File: src/rtl/bht_assoc_param.sv
// Set-associative branch history/target table: combinational lookups in IF/ID/EXE,
// allocation from ID and counter training from EXE land on the next enabled CLK edge.
module bht_assoc_param #(
    parameter int PC_W  = 10,
    parameter int SET_W = 4,
    parameter int WAY_W = 2,
    parameter int CTR_W = 2,
    parameter int REPL  = 0
) (
    input  logic            CLK,
    input  logic            nrst,
    input  logic            en,
    input  logic            stall,
    input  logic            isr_running,
    input  logic            inv_req,
    output logic            inv_busy,
    input  logic [PC_W-1:0] if_pc,
    output logic            if_hit,
    output logic            if_prediction,
    output logic [PC_W-1:0] if_pbt,
    input  logic [PC_W-1:0] id_pc,
    input  logic [PC_W-1:0] id_target,
    input  logic            id_is_jump,
    input  logic            id_is_btype,
    output logic            id_jump_in_bht,
    input  logic [PC_W-1:0] exe_pc,
    input  logic            exe_is_branch,
    input  logic            exe_taken,
    output logic [1:0]      exe_correction,
    output logic [PC_W-1:0] exe_pbt,
    output logic [PC_W-1:0] exe_cni,
    output logic            flush
);

    localparam int SETS  = 1 << SET_W;
    localparam int WAYS  = 1 << WAY_W;
    localparam int TAG_W = PC_W - SET_W + 1;
    localparam logic [CTR_W-1:0] CTR_MAX  = {CTR_W{1'b1}};
    localparam logic [CTR_W-1:0] CTR_WEAK = CTR_MAX >> 1;

    typedef enum logic {S_IDLE, S_SWEEP} state_t;

    typedef struct packed {
        logic             hit;
        logic [WAY_W-1:0] way;
    } look_t;

    logic [WAYS-1:0]  r_valid [SETS];
    logic [TAG_W-1:0] r_tag   [SETS][WAYS];
    logic [PC_W-1:0]  r_tgt   [SETS][WAYS];
    logic [CTR_W-1:0] r_ctr   [SETS][WAYS];
    logic [WAY_W-1:0] r_fifo  [SETS];
    logic [7:0]       r_lfsr;
    logic             r_flush_state;
    logic [SET_W-1:0] r_sweep_idx;
    state_t           r_state;
    state_t           w_state_nxt;

    logic             w_busy;
    look_t            w_if_lk;
    look_t            w_id_lk;
    look_t            w_exe_lk;
    logic [SET_W-1:0] w_if_set;
    logic [SET_W-1:0] w_id_set;
    logic [SET_W-1:0] w_exe_set;
    logic             w_if_hit;
    logic             w_id_hit;
    logic             w_exe_hit;
    logic [CTR_W-1:0] w_exe_ctr;
    logic [CTR_W-1:0] w_ctr_trained;
    logic [CTR_W-1:0] w_alloc_ctr;
    logic             w_exe_pred;
    logic             w_mispredict;
    logic             w_flush_nxt;
    logic             w_alloc;
    logic             w_train;
    logic             w_has_inv;
    logic [WAY_W-1:0] w_inv_way;
    logic [WAY_W-1:0] w_victim;
    logic             w_lfsr_fb;

    // More than one matching way is treated as a miss rather than picking one.
    function automatic look_t lookup(input logic [PC_W-1:0] pc, input logic isr);
        look_t            res;
        logic [SET_W-1:0] s_idx;
        int               n;
        res   = '0;
        n     = 0;
        s_idx = pc[SET_W-1:0];
        for (int w = 0; w < WAYS; w++) begin
            if (r_valid[s_idx][w] && (r_tag[s_idx][w] == {isr, pc[PC_W-1:SET_W]})) begin
                n       = n + 1;
                res.way = WAY_W'(w);
            end
        end
        res.hit = (n == 1);
        return res;
    endfunction

    assign w_busy    = (r_state == S_SWEEP);
    assign w_if_set  = if_pc[SET_W-1:0];
    assign w_id_set  = id_pc[SET_W-1:0];
    assign w_exe_set = exe_pc[SET_W-1:0];

    always_comb begin
        w_if_lk  = lookup(if_pc, isr_running);
        w_id_lk  = lookup(id_pc, isr_running);
        w_exe_lk = lookup(exe_pc, isr_running);
    end

    assign w_if_hit  = !w_busy && w_if_lk.hit;
    assign w_id_hit  = !w_busy && w_id_lk.hit;
    assign w_exe_hit = !w_busy && w_exe_lk.hit;

    assign inv_busy       = w_busy;
    assign if_hit         = w_if_hit;
    assign if_prediction  = w_if_hit && r_ctr[w_if_set][w_if_lk.way][CTR_W-1];
    assign if_pbt         = w_if_hit ? r_tgt[w_if_set][w_if_lk.way] : '0;
    assign id_jump_in_bht = id_is_jump && w_id_hit;

    assign w_exe_ctr      = r_ctr[w_exe_set][w_exe_lk.way];
    assign w_exe_pred     = w_exe_hit && w_exe_ctr[CTR_W-1];
    assign w_mispredict   = !w_busy && exe_is_branch && (w_exe_pred != exe_taken);
    assign exe_correction = w_mispredict ? {1'b1, exe_taken} : 2'b00;
    assign exe_pbt        = w_exe_hit ? r_tgt[w_exe_set][w_exe_lk.way] : '0;
    assign exe_cni        = exe_pc + PC_W'(1);
    assign flush          = r_flush_state || w_mispredict;

    // A mispredict flushes for two cycles; an unknown jump in ID flushes the cycle after.
    always_comb begin
        w_flush_nxt = 1'b0;
        if (r_flush_state) begin
            w_flush_nxt = 1'b0;
        end else if (w_mispredict) begin
            w_flush_nxt = 1'b1;
        end else begin
            w_flush_nxt = !w_busy && id_is_jump && !w_id_lk.hit;
        end
    end

    always_comb begin
        w_has_inv = 1'b0;
        w_inv_way = '0;
        for (int w = WAYS - 1; w >= 0; w--) begin
            if (!r_valid[w_id_set][w]) begin
                w_has_inv = 1'b1;
                w_inv_way = WAY_W'(w);
            end
        end
        w_victim = w_inv_way;
        if (!w_has_inv) begin
            if (REPL == 0) begin
                w_victim = r_fifo[w_id_set];
            end else begin
                w_victim = r_lfsr[WAY_W-1:0];
            end
        end
    end

    assign w_alloc     = en && !stall && !w_busy && (id_is_jump || id_is_btype) && !w_id_lk.hit;
    assign w_alloc_ctr = id_is_jump ? CTR_MAX : CTR_WEAK;
    assign w_train     = en && !stall && !w_busy && exe_is_branch && w_exe_lk.hit
                         && !(w_alloc && (w_id_set == w_exe_set) && (w_victim == w_exe_lk.way));

    always_comb begin
        w_ctr_trained = w_exe_ctr;
        if (exe_taken) begin
            if (w_exe_ctr != CTR_MAX) begin
                w_ctr_trained = w_exe_ctr + CTR_W'(1);
            end
        end else if (w_exe_ctr != '0) begin
            w_ctr_trained = w_exe_ctr - CTR_W'(1);
        end
    end

    always_comb begin
        w_state_nxt = r_state;
        case (r_state)
            S_IDLE:  if (inv_req) w_state_nxt = S_SWEEP;
            S_SWEEP: if (r_sweep_idx == {SET_W{1'b1}}) w_state_nxt = S_IDLE;
            default: w_state_nxt = S_IDLE;
        endcase
    end

    assign w_lfsr_fb = r_lfsr[7] ^ r_lfsr[5] ^ r_lfsr[4] ^ r_lfsr[3];

    always_ff @(posedge CLK) begin
        if (!nrst) begin
            for (int s = 0; s < SETS; s++) begin
                r_valid[s] <= '0;
                r_fifo[s]  <= '0;
                for (int w = 0; w < WAYS; w++) begin
                    r_ctr[s][w] <= '0;
                end
            end
            r_lfsr        <= 8'h01;
            r_flush_state <= 1'b0;
            r_state       <= S_IDLE;
            r_sweep_idx   <= '0;
        end else if (en) begin
            r_lfsr        <= {r_lfsr[6:0], w_lfsr_fb};
            r_flush_state <= w_flush_nxt;
            r_state       <= w_state_nxt;
            if (w_busy) begin
                r_valid[r_sweep_idx] <= '0;
                r_fifo[r_sweep_idx]  <= '0;
                r_sweep_idx          <= r_sweep_idx + SET_W'(1);
            end else if (inv_req) begin
                r_sweep_idx <= '0;
            end
            if (w_train) begin
                r_ctr[w_exe_set][w_exe_lk.way] <= w_ctr_trained;
            end
            if (w_alloc) begin
                r_valid[w_id_set][w_victim] <= 1'b1;
                r_ctr[w_id_set][w_victim]   <= w_alloc_ctr;
                if (!w_has_inv && (REPL == 0)) begin
                    r_fifo[w_id_set] <= r_fifo[w_id_set] + WAY_W'(1);
                end
            end
        end
    end

    // Tag and target payload are only meaningful under a valid bit, so they carry no reset.
    always_ff @(posedge CLK) begin
        if (w_alloc) begin
            r_tag[w_id_set][w_victim] <= {isr_running, id_pc[PC_W-1:SET_W]};
            r_tgt[w_id_set][w_victim] <= id_target;
        end
    end

endmodule

File: config.mk
export PLATFORM = sky130hd
export DESIGN_NAME = bht_assoc_param
export DESIGN_NICKNAME = d
export VERILOG_FILES = /design/src/rtl/bht_assoc_param.sv
export SDC_FILE = /design/constraint.sdc
export NUM_CORES = 2
export LEC_CHECK = 0
export ABC_CLOCK_PERIOD_IN_PS = 18900
export CAP_MARGIN = 40
export CORE_UTILIZATION = 52
export DETAILED_ROUTE_END_ITERATION = 12
export GPL_ROUTABILITY_DRIVEN = 0
export PLACE_DENSITY = 0.68
export SETUP_SLACK_MARGIN = 0.4
export SYNTH_ARGS = -nofsm -noshare
export SYNTH_HDL_FRONTEND = slang
export SYNTH_SLANG_ARGS = --single-unit
File: constraint.sdc
create_clock -name CLK -period 18.9 [get_ports CLK]
set_input_delay 5.67 -clock CLK [delete_from_list [all_inputs] [get_ports CLK]]
set_output_delay 5.67 -clock CLK [all_outputs]
set_load 0.02 [all_outputs]
* Word-level counts from Yosys, hierarchy flattened *
Memory sizes are Yosys's and may differ from the RTL's.
Cells that the tools add are included.

word-level totals
  flip-flop bits (word level) = 6
  latch bits = 0
  RAM bits = 1312
  memory bits (read-only) = 0
  input bits = 50
  output and inout bits = 37
  word-level logic and storage cells = 204
  memories kept = 5

operators by class
  $add $sub $neg = 14
  multiply operators = 0
  divide/modulo/power cells = 0
  $lt $le $gt $ge = 7
  equal/unequal tests = 20
  shifts and indexed selects = 0
  multiplexer cells = 102
  bitwise logic cells = 4
  reductions and logical operators = 49

memory list
  name     depth  width  read ports  clocked after Yosys merged registers in  wr ports  line  text
  r_tgt    16     40     2           0                                        1         50    logic [PC_W-1:0] r_tgt [SETS][WAYS];
  r_tag    16     28     3           0                                        1         49    logic [TAG_W-1:0] r_tag [SETS][WAYS];
  r_ctr    16     8      2           0                                        16        51    logic [CTR_W-1:0] r_ctr [SETS][WAYS];
  r_valid  16     4      3           0                                        16        48    logic [WAYS-1:0] r_valid [SETS];
  r_fifo   16     2      1           0                                        16        52    logic [WAY_W-1:0] r_fifo [SETS];

operator list
  cell                                                      number
  adder 32 x 2 -> 32 bit, second input constant             8
  2-to-1 mux 32 bit                                         8
  == test 32 x 2 -> 1 bit, second input constant            3
  == test 7 bit                                             12
  2-to-1 mux 10 bit                                         7
  2-to-1 mux 4 bit                                          12
  2-to-1 mux 8 bit                                          6
  2-to-1 mux 2 bit                                          23
  binary-select mux 10 bit (select 2 bit)                   2
  2-to-1 mux 40 bit                                         1
  logical AND 1 bit                                         34
  2-to-1 mux 1 bit                                          33
  2-to-1 mux 28 bit                                         1
  demux 10 bit (select 2 bit)                               1
  OR reduction 8 bit                                        2
  demux 7 bit (select 2 bit)                                1
  adder 10 x 1 -> 10 bit, second input constant             1
  greater-or-equal comparator 3 bit, second input constant  3
  inverter 2 -> 3 bit                                       3
  binary-select mux 2 bit (select 2 bit)                    2
  demux 2 bit (select 2 bit)                                2
  OR reduction 4 bit                                        2
  2-to-1 mux 7 bit                                          1
  < comparator 3 x 1 -> 1 bit, second input constant        2
  other kinds (19)                                          26

* Depth between registers and ports, before layout *
An unclocked memory read counts as a cell.

  word-level depth = 23
  gate-level depth with buffers = 30
  gate-level depth less buffers = 21

* Worst setup path before layout *
No wires, ideal clock.

  path kind = input-to-output
  start point = input port exe_pc[0]
  end point = output port exe_pbt[0]
  arrival time = 11.122 ns
  data required time = 13.230 ns
  slack = 2.108 ns
  stages on the path = 21
  path buffers = 7
  path through = buf_2 buf_2 buf_2 buf_4 buf_4 buf_4 buf_1 mux4_2 mux4_2 xnor2_1 nand2_1 or3_1 ha_1 xor2_1 ha_1 xnor2_1 and2_1 mux2i_1 nor3_1 nor2_1 nor3_1

on the way
  cells in the longest elaborated chain, start to end = 13

ends and longest elaborated chain
  what                       line  text
  start: declaration         26    input logic [PC_W-1:0] exe_pc,
  memory read (16 x 28 bit)  -
  == test 7 bit              91    if (r_valid[s_idx][w] && (r_tag[s_idx][w] == {isr, pc[PC_W-1:SET_W]})) begin
  logical AND 1 bit          91
  2-to-1 mux 1 bit           91
  adder 32 x 2 -> 32 bit     92    n = n + 1;
  2-to-1 mux 32 bit          91
  adder 32 x 2 -> 32 bit     92
  2-to-1 mux 32 bit          91
  adder 32 x 2 -> 32 bit     92
  2-to-1 mux 32 bit          91
  == test 32 x 2 -> 1 bit    96    res.hit = (n == 1);
  logical AND 1 bit          113   assign w_exe_hit = !w_busy && w_exe_lk.hit;
  2-to-1 mux 10 bit *        125   assign exe_pbt = w_exe_hit ? r_tgt[w_exe_set][w_exe_lk.way] : '0;
  end: declaration           30    output logic [PC_W-1:0] exe_pbt,

Mark *: on every way between the ends. The rest lies on a longest branch, timed or not. The select of a mux whose other input is x is not followed.

* Worst setup path in the final report *
  start point = input port exe_pc[0]
  end point = output port flush

on the way
  cells in the longest elaborated chain, start to end = 16

ends and longest elaborated chain
  what                       line  text
  memory read (16 x 28 bit)  -
  == test 7 bit              91
  logical AND 1 bit          91
  2-to-1 mux 1 bit           91
  adder 32 x 2 -> 32 bit     92
  2-to-1 mux 32 bit          91
  adder 32 x 2 -> 32 bit     92
  2-to-1 mux 32 bit          91
  adder 32 x 2 -> 32 bit     92
  2-to-1 mux 32 bit          91
  == test 32 x 2 -> 1 bit    96
  logical AND 1 bit          113
  logical AND 1 bit *        122   assign w_exe_pred = w_exe_hit && w_exe_ctr[CTR_W-1];
  inequality test 1 bit *    123   assign w_mispredict = !w_busy && exe_is_branch && (w_exe_pred != exe_taken);
  logical AND 1 bit *        123
  logical OR 1 bit *         127   assign flush = r_flush_state || w_mispredict;
  end: declaration           32    output logic flush

Marked as above.

==> metrics.md <==
| Metric | Value |
|---|---|
| Type of the worst min-delay path | `reg -> reg` |
| Final std cell area, no fill | `~0.08 mm²` |
| Die area | `0.138 mm²` |
| CTS max path bufs | `3` |
| WP buf/inv | `3` |
| IO Count | `87` |
| Max VDD drop | `between 0.00008 and 0.00009 V` |
| DRT Pass-1 Iters | `6` |
| Yosys top cell area share | `52.8%` |
| Ys Warns | `0` |
| Rel. slew slack | `between 20 and 30%` |
| Achievable frequency | `between 0.05 and 0.06 GHz` |
| Initial antenna violation count | `9` |
| Synthesized area | `0.0709 mm²` |
| Setup TNS Final | `0 ps` |
| CP most frequent cell | `mux2i_1` |
| Slowest cell on crit path | `and3b_2` |
| Fraction of layout cells with a size suffix above 1 | `33.2%` |
| EDFF count, synth | `between 1000 and 1500` |
| Hold Vio Cnt, Final | `0` |
| Critical Path Source Type | `input port` |
| Placed Instances | `5938` |
| Seq/Total Area, Yosys | `approximately 55%` |
| Hold depth | `2` |
| Met3 Use GR | `roughly 8.6%` |
| Power share of the clock group | `a little over two fifths` |
| Post_cts resized | `0` |
| Vias per cell | `7.40` |
| Met2 Resource Use GR | `about half` |
| Count leader, synth | `edfxtp_1` |
| Sw power | `approximately 1600 µW` |
| Fin cells | `just over 6000` |
| Fillcell total | `10000` |
| Residual DRC | `0` |
| Share of synthesized registers carrying an async set or reset | `0%` |
| Starting Density | `between 50 and 60%` |
| Leading cell types by count after synthesis | `edfxtp_1 (1248), mux4_2 (850), nor2_1 (251)` |
| First-pass GRT wire length | `319000 µm` |
| Grt met1 use | `between 40 and 50%` |
| Tcrit/Tclk final | `between 90% and 100%` |
| Synth Instances | `~4300` |
| Mux cell area share after synthesis | `around 30%` |
| Hold Path Sink | `r_ctr[0][6]` |
| DR iter-0 viols | `just over 7000` |
| Setup violators final | `0` |
| Vias in the first global route | `between 40000 and 50000` |
| Worst path max stage delay | `between 700 and 800 ps` |
| Die H | `371 µm` |
| Clock Latency Late Sink | `around 800 ps` |
| Pint | `between 5000 and 6000 µW` |
| Predominant post-synthesis flop cell | `edfxtp_1` |
| Min cycle time layout | `approximately 17000 ps` |
| Total GRT Usage | `between 30 and 40%` |
| R2R setup slack | `between 10000 and 15000 ps` |
| Synth cell types | `82` |
| Largest net degree at the start of global routing | `approximately 90` |
| Mapped Nets | `4337` |
| Combinational power share | `around a tenth` |
| Dpl hpwl | `about 140000 µm` |
| Max_cap viols | `0` |
| Top delay family on crit path | `buffers and inverters` |
| Num rows | `between 100 and 150` |
| Crit-path cells | `buf_8 -> buf_4 -> mux4_2 -> mux2i_1 -> nor2_1 -> a31oi_1 -> xnor2_1 -> nor4_1 -> and3b_2 -> a21oi_1 -> ha_1 -> xnor2_1 -> and2_1 -> mux2i_1 -> nor3_1 -> a22oi_1 -> mux2i_1 -> or2_2 -> clkdlybuf4s50_1` |
| Clock root cell | `clkbuf_16` |
| Grt ovf | `0` |
| Worst R2R End | `r_ctr[7][1]` |
| Post-route clock skew | `33.6 ps` |
| Gr busiest metal | `met2` |
| Crit path kind | `in -> out` |
| Worst EP arrival | `between 10000 and 15000 ps` |
| Hold Crit Start | `r_ctr[0][6]` |
| Reg2Reg Depth | `18` |
| Largest family of logic cells by synthesized area | `multiplexers` |
| R2R Path Start | `r_tag[15][14]` |
| PortBufs | `86` |
| Nets | `4370` |
| CTS H-tree depth | `4` |
| Die W | `371 µm` |
| Vias | `around 46000` |
| #FFs+latches synth | `1318` |
| CTS tree | `yes` |
| Final WL | `roughly 220000 µm` |
| Power Dens Cells | `85.6 mW/mm²` |
| Compound-Gate Fraction of Synth Area | `between 5 and 6%` |
| Area after DPL | `roughly 0.074 mm²` |
| RSZ-0062 raised after global routing | `no` |
| Reg clk slew, reported paths | `60 ps` |
| Worst Setup End Kind | `primary output` |
| CP max FO | `56` |
| CTS Hold Bufs | `0` |
| Net Sw Frac | `24.0%` |
| Synth area leader | `edfxtp_1` |
| Reg power frac | `47.6%` |
| CTS Sinks | `1318` |
| Status | `finished clean` |
| Top post-synthesis cells by area | `edfxtp_1 (53%), mux4_2 (27%), mux2i_1 (2.4%), dfxtp_1 (2.0%), nor2_1 (1.3%)` |
| Core ar. | `about 0.14 mm²` |
| P&R area growth vs syn | `11.5%` |
| Number of setup buffers added after CTS | `0` |
| Post-Synth Adder-Cell Area | `less than 1%` |
| Final slew viol count | `0` |
| CTS buffer count | `~150` |
| Syn_area_per_cell | `about 17 µm²` |
| Post-Synth Simple-Gate Area | `under 10%` |
| Leak | `between 0.02 and 0.03 µW` |
| WL/cell | `~36 µm` |
| CP Data Required Time | `~13000 ps` |
| Detail Route Antenna Nets | `0` |
| Least-Margin Pin Slew | `1070 ps` |
| XOR/XNOR Fraction of Synth Area | `1.22%` |
## area by class of cell
type	instances	area, µm²	share of cell area [%]
repair buffers	291	2810	3.55
well taps	1781	2230	2.82
flip-flops and latches	1318	38900	49.2
clock inverters	87	911	1.15
diodes	5	12.5	0.0158
inverters	38	143	0.180
multi-input cells	2511	30300	38.3
clock buffers	171	3820	4.83
## power groups by stage
stage	Clock, µW	Combinational (µW)	Sequential [µW]
after floorplan	0	438	3280
after global placement	0	660	3280
after detailed placement	0	681	3280
after CTS	2870	683	3220
after global routing	2970	721	3220
final	2860	694	3220
## cell usage in the layout, fill, tap and decap left out, types with 29 or more instances in the layout
cell type / count
a22oi_1: 42
a21oi_1: 51
mux2i_1: 171
buf_4: 171
o211ai_1: 55
clkbuf_16: 149
nor2_2: 76
nand2_1: 223
nor3_1: 84
dfxtp_1: 70
edfxtp_1: 1248
o21ai_0: 138
nand4_1: 29
clkdlybuf4s50_1: 56
nand3_1: 42
xnor2_1: 71
or3_1: 37
inv_1: 34
mux4_2: 850
nor2_1: 185
mux2_2: 29
## metrics by stage
step	setup slack (ps)	utilization (%)	hold WS (ps)	total power, µW
floorplan	2110	-	463	3720
global placement	1620	54.3	476	3940
detailed placement	1590	54.9	489	3960
CTS	1580	58.4	505	6780
global route	1110	58.4	536	6920
finish	1510	58.4	500	6770
## worst max-delay path by stage
stage | from | to | slack (ps) | cells past startpoint
6_report | exe_pc[0] | flush | 1510 | 19
5_1_grt | exe_pc[0] | flush | 1110 | 19
4_1_cts | exe_pc[0] | flush | 1580 | 19
3_5_place_dp | exe_pc[0] | flush | 1590 | 19
3_3_place_gp | exe_pc[0] | flush | 1620 | 20
2_1_floorplan | exe_pc[0] | exe_pbt[0] | 2110 | 21
## flip-flops by register name, summed over array words and instances (netlist names)
signal,flops
r_ctr,128
r_fifo,32
r_tag,448
r_sweep_idx,4
r_tgt,640
inv_busy,1
r_flush_state,1
r_valid,64
## kinds of logic after synthesis
| logic type | count (synthesis) |
|---|---|
| AO/OA/AOI/OAI | 513 |
| XOR/XNOR | 99 |
| adder cells (fa/ha/maj) | 17 |
| buffers and inverters | 444 |
| flip-flops | 1318 |
| multiplexers | 1052 |
| AND/OR/NAND/NOR | 830 |
## tightest hold or removal path, cell delays in order (launching register included)
cell      delay, ps
dfxtp_1         310
nand2_1          60
o211ai_1         70
## routing by layer
layer / vias up / part of all wire (%)
met5: - / 0.028
met4: 10 / 4.2
met3: 512 / 14
met2: 3540 / 45
met1: 23800 / 37
li1: 18000 / -
Note: power is estimated with default switching activity, not from simulation.
